`src/rtl/lmc_core.sv`:
```
// lmc_core: LMC accumulator processor with push-button program/data loading.
// Instruction RAM + data RAM, 16-opcode accumulator ISA, IN handshake, OUT strobe.
module lmc_core #(
    parameter int ADDR_WIDTH = 3,
    parameter int DATA_WIDTH = 4
) (
    input  logic                  timer555,
    input  logic                  reset_count_n,
    input  logic                  load_mode,
    input  logic                  load_sel,
    input  logic                  wr_button,
    input  logic [DATA_WIDTH+3:0] data_in,
    input  logic                  run,
    input  logic [DATA_WIDTH-1:0] in_data,
    input  logic                  in_valid,
    output logic                  in_ready,
    output logic [DATA_WIDTH-1:0] out_data,
    output logic                  out_valid,
    output logic [ADDR_WIDTH-1:0] pc,
    output logic [DATA_WIDTH+3:0] instr,
    output logic [DATA_WIDTH-1:0] acc,
    output logic                  zero,
    output logic                  carry,
    output logic [ADDR_WIDTH-1:0] load_ptr,
    output logic                  halted
);

    localparam int IW    = DATA_WIDTH + 4;
    localparam int DEPTH = 1 << ADDR_WIDTH;
    localparam logic [ADDR_WIDTH-1:0] PC_ONE = ADDR_WIDTH'(1);

    localparam logic [3:0] OP_NOP = 4'h0;
    localparam logic [3:0] OP_LDI = 4'h1;
    localparam logic [3:0] OP_LDA = 4'h2;
    localparam logic [3:0] OP_STA = 4'h3;
    localparam logic [3:0] OP_ADD = 4'h4;
    localparam logic [3:0] OP_SUB = 4'h5;
    localparam logic [3:0] OP_ADI = 4'h6;
    localparam logic [3:0] OP_JMP = 4'h7;
    localparam logic [3:0] OP_JZ  = 4'h8;
    localparam logic [3:0] OP_JC  = 4'h9;
    localparam logic [3:0] OP_IN  = 4'hA;
    localparam logic [3:0] OP_OUT = 4'hB;
    localparam logic [3:0] OP_HLT = 4'hF;

    typedef enum logic [2:0] {
        S_IDLE,
        S_LOAD,
        S_FETCH,
        S_EXEC,
        S_HALT
    } state_t;

    state_t                state_q, state_d;
    logic [ADDR_WIDTH-1:0] pc_q, pc_d;
    logic [IW-1:0]         instr_q, instr_d;
    logic [DATA_WIDTH-1:0] acc_q, acc_d;
    logic                  zero_q, zero_d;
    logic                  carry_q, carry_d;
    logic [DATA_WIDTH-1:0] out_data_q, out_data_d;
    logic                  out_valid_q, out_valid_d;
    logic [ADDR_WIDTH-1:0] load_ptr_q, load_ptr_d;
    logic                  btn_q;

    logic [IW-1:0]         imem [DEPTH];
    logic [DATA_WIDTH-1:0] dmem [DEPTH];

    logic                  imem_we;
    logic                  dmem_we;
    logic [ADDR_WIDTH-1:0] dmem_waddr;
    logic [DATA_WIDTH-1:0] dmem_wdata;

    logic [3:0]            opcode;
    logic [DATA_WIDTH-1:0] operand;
    logic [ADDR_WIDTH-1:0] addr_a;
    logic [DATA_WIDTH-1:0] dmem_rd;
    logic [DATA_WIDTH:0]   add_mem;
    logic [DATA_WIDTH:0]   sub_mem;
    logic [DATA_WIDTH:0]   add_imm;
    logic                  btn_rise;

    assign opcode   = instr_q[IW-1 -: 4];
    assign operand  = instr_q[DATA_WIDTH-1:0];
    assign addr_a   = operand[ADDR_WIDTH-1:0];
    assign dmem_rd  = dmem[addr_a];
    assign add_mem  = {1'b0, acc_q} + {1'b0, dmem_rd};
    assign sub_mem  = {1'b0, acc_q} - {1'b0, dmem_rd};
    assign add_imm  = {1'b0, acc_q} + {1'b0, operand};
    assign btn_rise = wr_button & ~btn_q;

    // Next-state: load_mode preempts everything, then the per-state rules.
    always_comb begin
        state_d     = state_q;
        pc_d        = pc_q;
        instr_d     = instr_q;
        acc_d       = acc_q;
        zero_d      = zero_q;
        carry_d     = carry_q;
        out_data_d  = out_data_q;
        out_valid_d = 1'b0;
        load_ptr_d  = load_ptr_q;
        imem_we     = 1'b0;
        dmem_we     = 1'b0;
        dmem_waddr  = addr_a;
        dmem_wdata  = acc_q;
        if (load_mode) begin
            state_d = S_LOAD;
            if (state_q != S_LOAD) begin
                load_ptr_d = '0;
            end else if (btn_rise) begin
                imem_we    = ~load_sel;
                dmem_we    = load_sel;
                dmem_waddr = load_ptr_q;
                dmem_wdata = data_in[DATA_WIDTH-1:0];
                load_ptr_d = load_ptr_q + PC_ONE;
            end
        end else begin
            unique case (state_q)
                S_IDLE, S_HALT: begin
                    if (run) begin
                        state_d = S_FETCH;
                        pc_d    = '0;
                        acc_d   = '0;
                        zero_d  = 1'b0;
                        carry_d = 1'b0;
                    end
                end
                S_LOAD: state_d = S_IDLE;
                S_FETCH: begin
                    instr_d = imem[pc_q];
                    state_d = S_EXEC;
                end
                S_EXEC: begin
                    state_d = S_FETCH;
                    pc_d    = pc_q + PC_ONE;
                    unique case (opcode)
                        OP_NOP: ;
                        OP_LDI: begin
                            acc_d  = operand;
                            zero_d = (operand == '0);
                        end
                        OP_LDA: begin
                            acc_d  = dmem_rd;
                            zero_d = (dmem_rd == '0);
                        end
                        OP_STA: dmem_we = 1'b1;
                        OP_ADD: begin
                            {carry_d, acc_d} = add_mem;
                            zero_d = (add_mem[DATA_WIDTH-1:0] == '0);
                        end
                        OP_SUB: begin
                            {carry_d, acc_d} = sub_mem;
                            zero_d = (sub_mem[DATA_WIDTH-1:0] == '0);
                        end
                        OP_ADI: begin
                            {carry_d, acc_d} = add_imm;
                            zero_d = (add_imm[DATA_WIDTH-1:0] == '0);
                        end
                        OP_JMP: pc_d = addr_a;
                        OP_JZ:  if (zero_q) pc_d = addr_a;
                        OP_JC:  if (carry_q) pc_d = addr_a;
                        OP_IN: begin
                            if (in_valid) begin
                                acc_d  = in_data;
                                zero_d = (in_data == '0);
                            end else begin
                                state_d = S_EXEC;
                                pc_d    = pc_q;
                            end
                        end
                        OP_OUT: begin
                            out_data_d  = acc_q;
                            out_valid_d = 1'b1;
                        end
                        OP_HLT: begin
                            state_d = S_HALT;
                            pc_d    = pc_q;
                        end
                        default: ;
                    endcase
                end
                default: state_d = S_IDLE;
            endcase
        end
    end

    // Architectural state and button edge detector.
    always_ff @(posedge timer555 or negedge reset_count_n) begin
        if (!reset_count_n) begin
            state_q     <= S_IDLE;
            pc_q        <= '0;
            instr_q     <= '0;
            acc_q       <= '0;
            zero_q      <= 1'b0;
            carry_q     <= 1'b0;
            out_data_q  <= '0;
            out_valid_q <= 1'b0;
            load_ptr_q  <= '0;
            btn_q       <= 1'b0;
        end else begin
            state_q     <= state_d;
            pc_q        <= pc_d;
            instr_q     <= instr_d;
            acc_q       <= acc_d;
            zero_q      <= zero_d;
            carry_q     <= carry_d;
            out_data_q  <= out_data_d;
            out_valid_q <= out_valid_d;
            load_ptr_q  <= load_ptr_d;
            btn_q       <= wr_button;
        end
    end

    // RAM writes; contents deliberately survive reset.
    always_ff @(posedge timer555) begin
        if (imem_we) imem[load_ptr_q] <= data_in;
        if (dmem_we) dmem[dmem_waddr] <= dmem_wdata;
    end

    assign in_ready  = (state_q == S_EXEC) && (opcode == OP_IN);
    assign out_data  = out_data_q;
    assign out_valid = out_valid_q;
    assign pc        = pc_q;
    assign instr     = instr_q;
    assign acc       = acc_q;
    assign zero      = zero_q;
    assign carry     = carry_q;
    assign load_ptr  = load_ptr_q;
    assign halted    = (state_q == S_HALT);

endmodule

```
`config.mk`:
```
export PLATFORM = sky130hd
export DESIGN_NAME = lmc_core
export DESIGN_NICKNAME = d
export VERILOG_FILES = /design/src/rtl/lmc_core.sv
export SDC_FILE = /design/constraint.sdc
export NUM_CORES = 1
export LEC_CHECK = 0
export CAP_MARGIN = 10
export CELL_PAD_IN_SITES_DETAIL_PLACEMENT = 1
export CELL_PAD_IN_SITES_GLOBAL_PLACEMENT = 1
export CORE_MARGIN = 5
export CORE_UTILIZATION = 49
export CTS_BUF_LIST = sky130_fd_sc_hd__clkbuf_16
export DETAILED_ROUTE_END_ITERATION = 6
export PLACE_DENSITY_LB_ADDON = 0.1
export SLEW_MARGIN = 10
export SYNTH_ARGS = -nofsm -noshare
export SYNTH_HDL_FRONTEND = slang
export SYNTH_SLANG_ARGS = --single-unit
```
`constraint.sdc`:
```
create_clock -name timer555 -period 3.35 [get_ports timer555]
set_input_delay 0.335 -clock timer555 [delete_from_list [all_inputs] [get_ports timer555]]
set_output_delay 0.335 -clock timer555 [all_outputs]
set_load 0.1 [all_outputs]
```
==> flow_summary.ini, run 1 <==
[clock_network]
cts_max_level = 4
worst_skew_pair.late_latency_ns = 0.42
clk_pin_slew_ns = 0.06
cts_buffers = 17
post-cts-setup-buffer-count = 0
clockBufferDepth = 2
cts.sinks = 125
tritoncts = built
clockRootBuffer = clkbuf_16

[synthesis]
yosys.area.top_type = edfxtp_1
ys_ff_latch = 125
synth_commonest_cells = edfxtp_1, nor2_1, nand2_1, dfrtp_1, a21oi_1
avgSynthCellArea_um2 = 13.6
ys_types = 71
synth_top_area_share_pct = 47.5
async_flop_share_pct = 23.2
syn-instance-count = 446
synth_nets = 482
syn_area_mm2 = 0.00607
synth_area_leaders = edfxtp_1, dfrtp_1, mux4_2
synth_edf_count = 96
synth_ff_type = edfxtp_1
synth.most_common_cell = edfxtp_1
ys_warn_count = 0
synth-seq-area-share_pct = 59.4

[setup_path]
critPathLaunch = instr[0]
max_stage_delay_ns = 0.58
critPathLaunchType = register
crit_fanout = 16
r2r_start = instr[0]
r2r_setup_slack_ns = 0.26
timing.rr.end = acc[1]
cp_slowest_cell = dfrtp_4
path_class = reg2reg
cp-end-kind = register
crit_chain = mux4_2 > mux2i_4 > inv_1 > ha_1 > inv_1 > fa_1 > nor2b_1 > a211oi_1 > a21oi_1 > o221ai_1 > o211ai_1 > o21ai_0
worst_ep_required_time_ns = 3.68
crit_path_frequent_cell = inv_1
arrival_ns = 3.42
crit_end = acc[1]
rr_worst_depth = 12

[pwr]
power_mw = 5.97
seq_power_share_pct = 33.5
power.switching_mw = 2.44
leakagePower_nw = 2.57
intPower_mw = 3.52
peakVddDrop_mv = 0.395
pwr-share-comb_pct = 38.6
powerDensity_mw_per_mm2 = 828
pwr-share-clk_pct = 27.9
swShare_pct = 41.0

[global_route]
grt_first_pass_wirelength_um = 25200
grt_antenna_before_repair = 0
grtUsageTotal_pct = 23.3
grt_max_degree = 20
grt_pass1_vias = 4374
gr-total-overflow = 0

[routing]
drc = 0
drt-initial-drc-count = 328
wl_met1_um = 6780
wl_met3_um = 777
ant_nets = 0
viasPerCell = 5.79
wl_per_cell_um = 23.0
wl_um = 15700
dr.pass1.iters = 4
vias = 3949
dr_wl_met2_um = 7900
highest_layer = met4

[floorplanning]
die_y_um = 121
start_util_pct = 50.4
die_w_um = 121
fp-row-count = 40
num_io_pins = 46
die-area_mm2 = 0.0147
core_area_mm2 = 0.0121

[sta]
finalSetupTns_ns = 0
hold_violations = 0
finalSetupViolations = 0
finalMaxSlewViolations = 0
period_needed_ns = 3.09
worst_slew_pin_slew_ns = 0.984
fin_ws_ns = 0.264
finalCritPeriodShare_pct = 92.1
skew_ns = 0.00643
rsz0062_at_grt = no
max_slew_margin_pct = 34.2
max_freq_ghz = 0.324

[run]
drv_cap = 0

[final_layout]
nets = 537
nFillCells = 1186
n_antenna_cell = 0
multi_input_area_mm2 = 0.00225
area_growth_pct = 18.6
seqCellArea_mm2 = 0.00361
drive_above_1_share_pct = 19.3

[place]
gp_congestion = 0.841
place_ws_ns = 0.268
port_buffers = 45
post-dp-hpwl_um = 10900

[status]
outcome = completed

[worst_hold_path]
min_path_type = in2async
sequential cells by signal, indices dropped and copies added (netlist names):
name / cells
acc: 4
btn_q: 1
carry: 1
dmem: 32
imem: 64
instr: 8
load_ptr: 3
out_data: 4
out_valid: 1
pc: 3
state_q: 3
zero: 1
power groups by stage:
stage               combinational, mW  sequential, mW  clock [mW]
finish                           2.30            2.00        1.66
global route                     2.46            2.02        1.79
CTS                              2.31            2.00        1.68
detailed placement               2.28            2.03           0
global placement                 2.23            2.02           0
floorplan                        1.38            2.38           0
kinds of logic after synthesis:
kind of cell	synth area share [%]
and+or+nand+nor	10.9
xor gates and xnor gates	1.01
muxes	11.6
buffers and inverters	3.58
AOI/OAI and AO/OA	9.64
adders and majority gates	3.87
DFF	59.4
critical path: cells and delay by family (launching register included):
family,cells,cell delay [ns]
simple gates,1,0.15
buf+inv,2,0.16
compound gates,5,0.75
fa+ha+maj,2,0.61
flops,1,0.58
mux,2,0.76
cell type report:
cell class	count	share of cell area [%]
timing repair buffer	62	7.64
tap	168	2.92
clock buffer	17	5.90
sequential	125	50.1
inverter	12	0.625
multi-input combinational	283	31.2
clock inverter	15	1.56
metrics by stage:
stage               util, %  hold slack [ns]  instance area (um2)  cells
floorplan                 -           0.0394                 6080    446
global placement       55.3            0.458                 6670    650
detailed placement     55.3            0.473                 6670    650
CTS                    59.7            0.328                 7200    682
global route           59.7            0.333                 7210    682
finish                 59.7            0.317                 7210    682
metal layers:
metal	global-route usage, %	vias to the layer above
met5	0	-
li1	-	1803
met2	37.9	103
met4	7.42	0
met3	5.64	20
met1	30.8	2023
how the worst min path moves through the flow:
stage               cells after the start           to           from
global route                            1     instr[5]  reset_count_n
finish                                  1     instr[5]  reset_count_n
detailed placement                      2  out_data[0]    out_data[0]
floorplan                               0       acc[0]  reset_count_n
global placement                        2  out_data[2]    out_data[2]
CTS                                     1     instr[5]  reset_count_n
timing repair:
action,4_1_cts,5_1_grt
hold endpoints to repair,0,0
setup endpoints to repair,0,1
gates resized for setup,0,1
hold buffers,0,0
cells in the final DEF, fill, tap and decap left out, types with 4 or more instances in the layout:
cell and count:
edfxtp_1 96, nor2_1 44, nand2_1 37, clkdlybuf4s50_1 34
buf_4 28, dfrtp_1 27, a21oi_1 23, mux4_2 18
clkbuf_16 17, o21ai_0 16, ha_1 14, mux2i_1 13
inv_1 12, nand2b_1 8, nor3_1 8, nor2b_1 7
nand3_1 5, mux2_2 5, o211ai_1 5, clkinvlp_4 5
nor4_1 4, o31ai_1 4, xnor2_1 4, nand4_1 4
Note: power is estimated with default switching activity, not from simulation.
==> run 2, diff against run 1 <==
PLACE_DENSITY = 0.85   (was unset)
PLACE_DENSITY_LB_ADDON = unset   (was 0.1)
==> run 2 against run 1 <==
Largest power group unchanged. Highest routed layer unchanged. Largest cell class unchanged. Cell area increased by 0.63%. Clock skew increased by 0.0023 ns. First-iteration DRC count increased by 23%. Critical path depth decreased by 2.
==> flow_summary.ini, run 2 (same netlist as run 1, synthesis figures left out) <==
[pwr]
intPower_mw = 3.61
leakagePower_nw = 2.59
power.switching_mw = 2.48
powerDensity_mw_per_mm2 = 840
peakVddDrop_mv = 0.365
seq_power_share_pct = 32.4
swShare_pct = 40.7
pwr-share-clk_pct = 29.3
pwr-share-comb_pct = 38.3

[sta]
finalMaxSlewViolations = 0
max_freq_ghz = 0.327
worst_slew_pin_slew_ns = 1.13
finalSetupViolations = 0
hold_violations = 0
period_needed_ns = 3.06
finalSetupTns_ns = 0
skew_ns = 0.00874
rsz0062_at_grt = no
finalCritPeriodShare_pct = 91.2
max_slew_margin_pct = 24.8

[global_route]
grt_pass1_vias = 4483
grt_max_degree = 21
grt_first_pass_wirelength_um = 25800
grtUsageTotal_pct = 23.8
grt_antenna_before_repair = 0
gr-total-overflow = 0

[final_layout]
top_register = imem
utilization_pct = 60.1
final_common_cell = edfxtp_1
layout_common_cells = edfxtp_1, nor2_1, nand2_1
area_growth_pct = 19.4
n_antenna_cell = 0
drive_above_1_share_pct = 19.6
largest_register_ffs = 64
nets = 538

[worst_hold_path]
min_path_type = in2reg
hold_depth = 1

[clock_network]
clockBufferDepth = 2
worst_skew_pair.late_latency_ns = 0.42
hold_buffers = 0
cts_buffers = 17
post-cts-setup-buffer-count = 0
cts_max_level = 4
clk_pin_slew_ns = 0.06
cts.sinks = 125
clockRootBuffer = clkbuf_16
ctsResizeCount = 0
tritoncts = built

[setup_path]
arrival_ns = 3.33
path_class = reg2reg
rr_worst_depth = 10
crit_fanout = 11
cp-end-kind = register
critPathLaunchType = register
worst_ep_required_time_ns = 3.63

[floorplanning]
num_io_pins = 46
die_w_um = 121
fp-row-count = 40
start_util_pct = 50.4
core_area_mm2 = 0.0121
die_y_um = 121
die-area_mm2 = 0.0147

[routing]
drt-initial-drc-count = 404
wl_um = 16300
dr.pass1.iters = 5
drc = 0
viasPerCell = 6.00
wl_per_cell_um = 23.8
vias = 4101
ant_nets = 0

[place]
gp_congestion = 0.849
port_buffers = 45
post-dp-hpwl_um = 11000

[status]
outcome = completed

[run]
drv_cap = 0
==> run 2: power groups by stage <==
stage / clock network [mW] / logic [mW] / registers, mW
6_report: 1.78 / 2.33 / 1.97
3_5_place_dp: 0 / 2.29 / 2.00
5_1_grt: 1.88 / 2.49 / 1.99
4_1_cts: 1.80 / 2.32 / 1.97
2_1_floorplan: 0 / 1.38 / 2.38
3_3_place_gp: 0 / 2.21 / 2.00
==> run 2: critical path, cell delays in order, from the launching register on <==
cell	delay, ns
dfrtp_2	0.50
buf_4	0.22
mux2i_1	0.13
a221o_1	0.40
ha_1	0.44
nor2b_1	0.20
a221oi_2	0.24
xor2_1	0.26
a32oi_1	0.15
a211oi_1	0.26
o31ai_1	0.11
==> run 2: area by class of cell <==
type	count	area, um2
Fill cell	1165	4810
Tap cell	168	210
Clock buffer	17	425
Timing Repair Buffer	63	558
Multi-Input combinational cell	283	2250
Clock inverter	15	153
Sequential cell	125	3610
Inverter	12	45.0
==> run 2: per-stage QoR <==
step	instances	hold WS [ns]	worst slack, ns	power (mW)	cell area, um2
6_report	683	0.408	0.295	6.09	7250
5_1_grt	683	0.409	0.113	6.36	7250
4_1_cts	683	0.397	0.300	6.10	7250
3_5_place_dp	651	0.467	0.300	4.29	6670
3_3_place_gp	651	0.458	0.454	4.21	6670
2_1_floorplan	446	0.0394	0.0191	3.76	6080
==> run 2: layer usage <==
layer,part of all wire (%),track usage [%]
met4,2.4,8.82
met3,4.9,5.31
met2,52,41.6
met1,41,28.9
met5,0,0
==> run 2: worst paths after layout <==
kind,startpoint,end,slack [ns]
setup / recovery,instr[0],acc[3],0.29
hold / removal,wr_button,btn_q,0.41
setup reg to reg,instr[0],acc[3],0.29
hold reg to reg,out_data[3],out_data[3],0.48
max in group asynchronous,reset_count_n,acc[0],2.17
min in group asynchronous,reset_count_n,pc[0],0.48
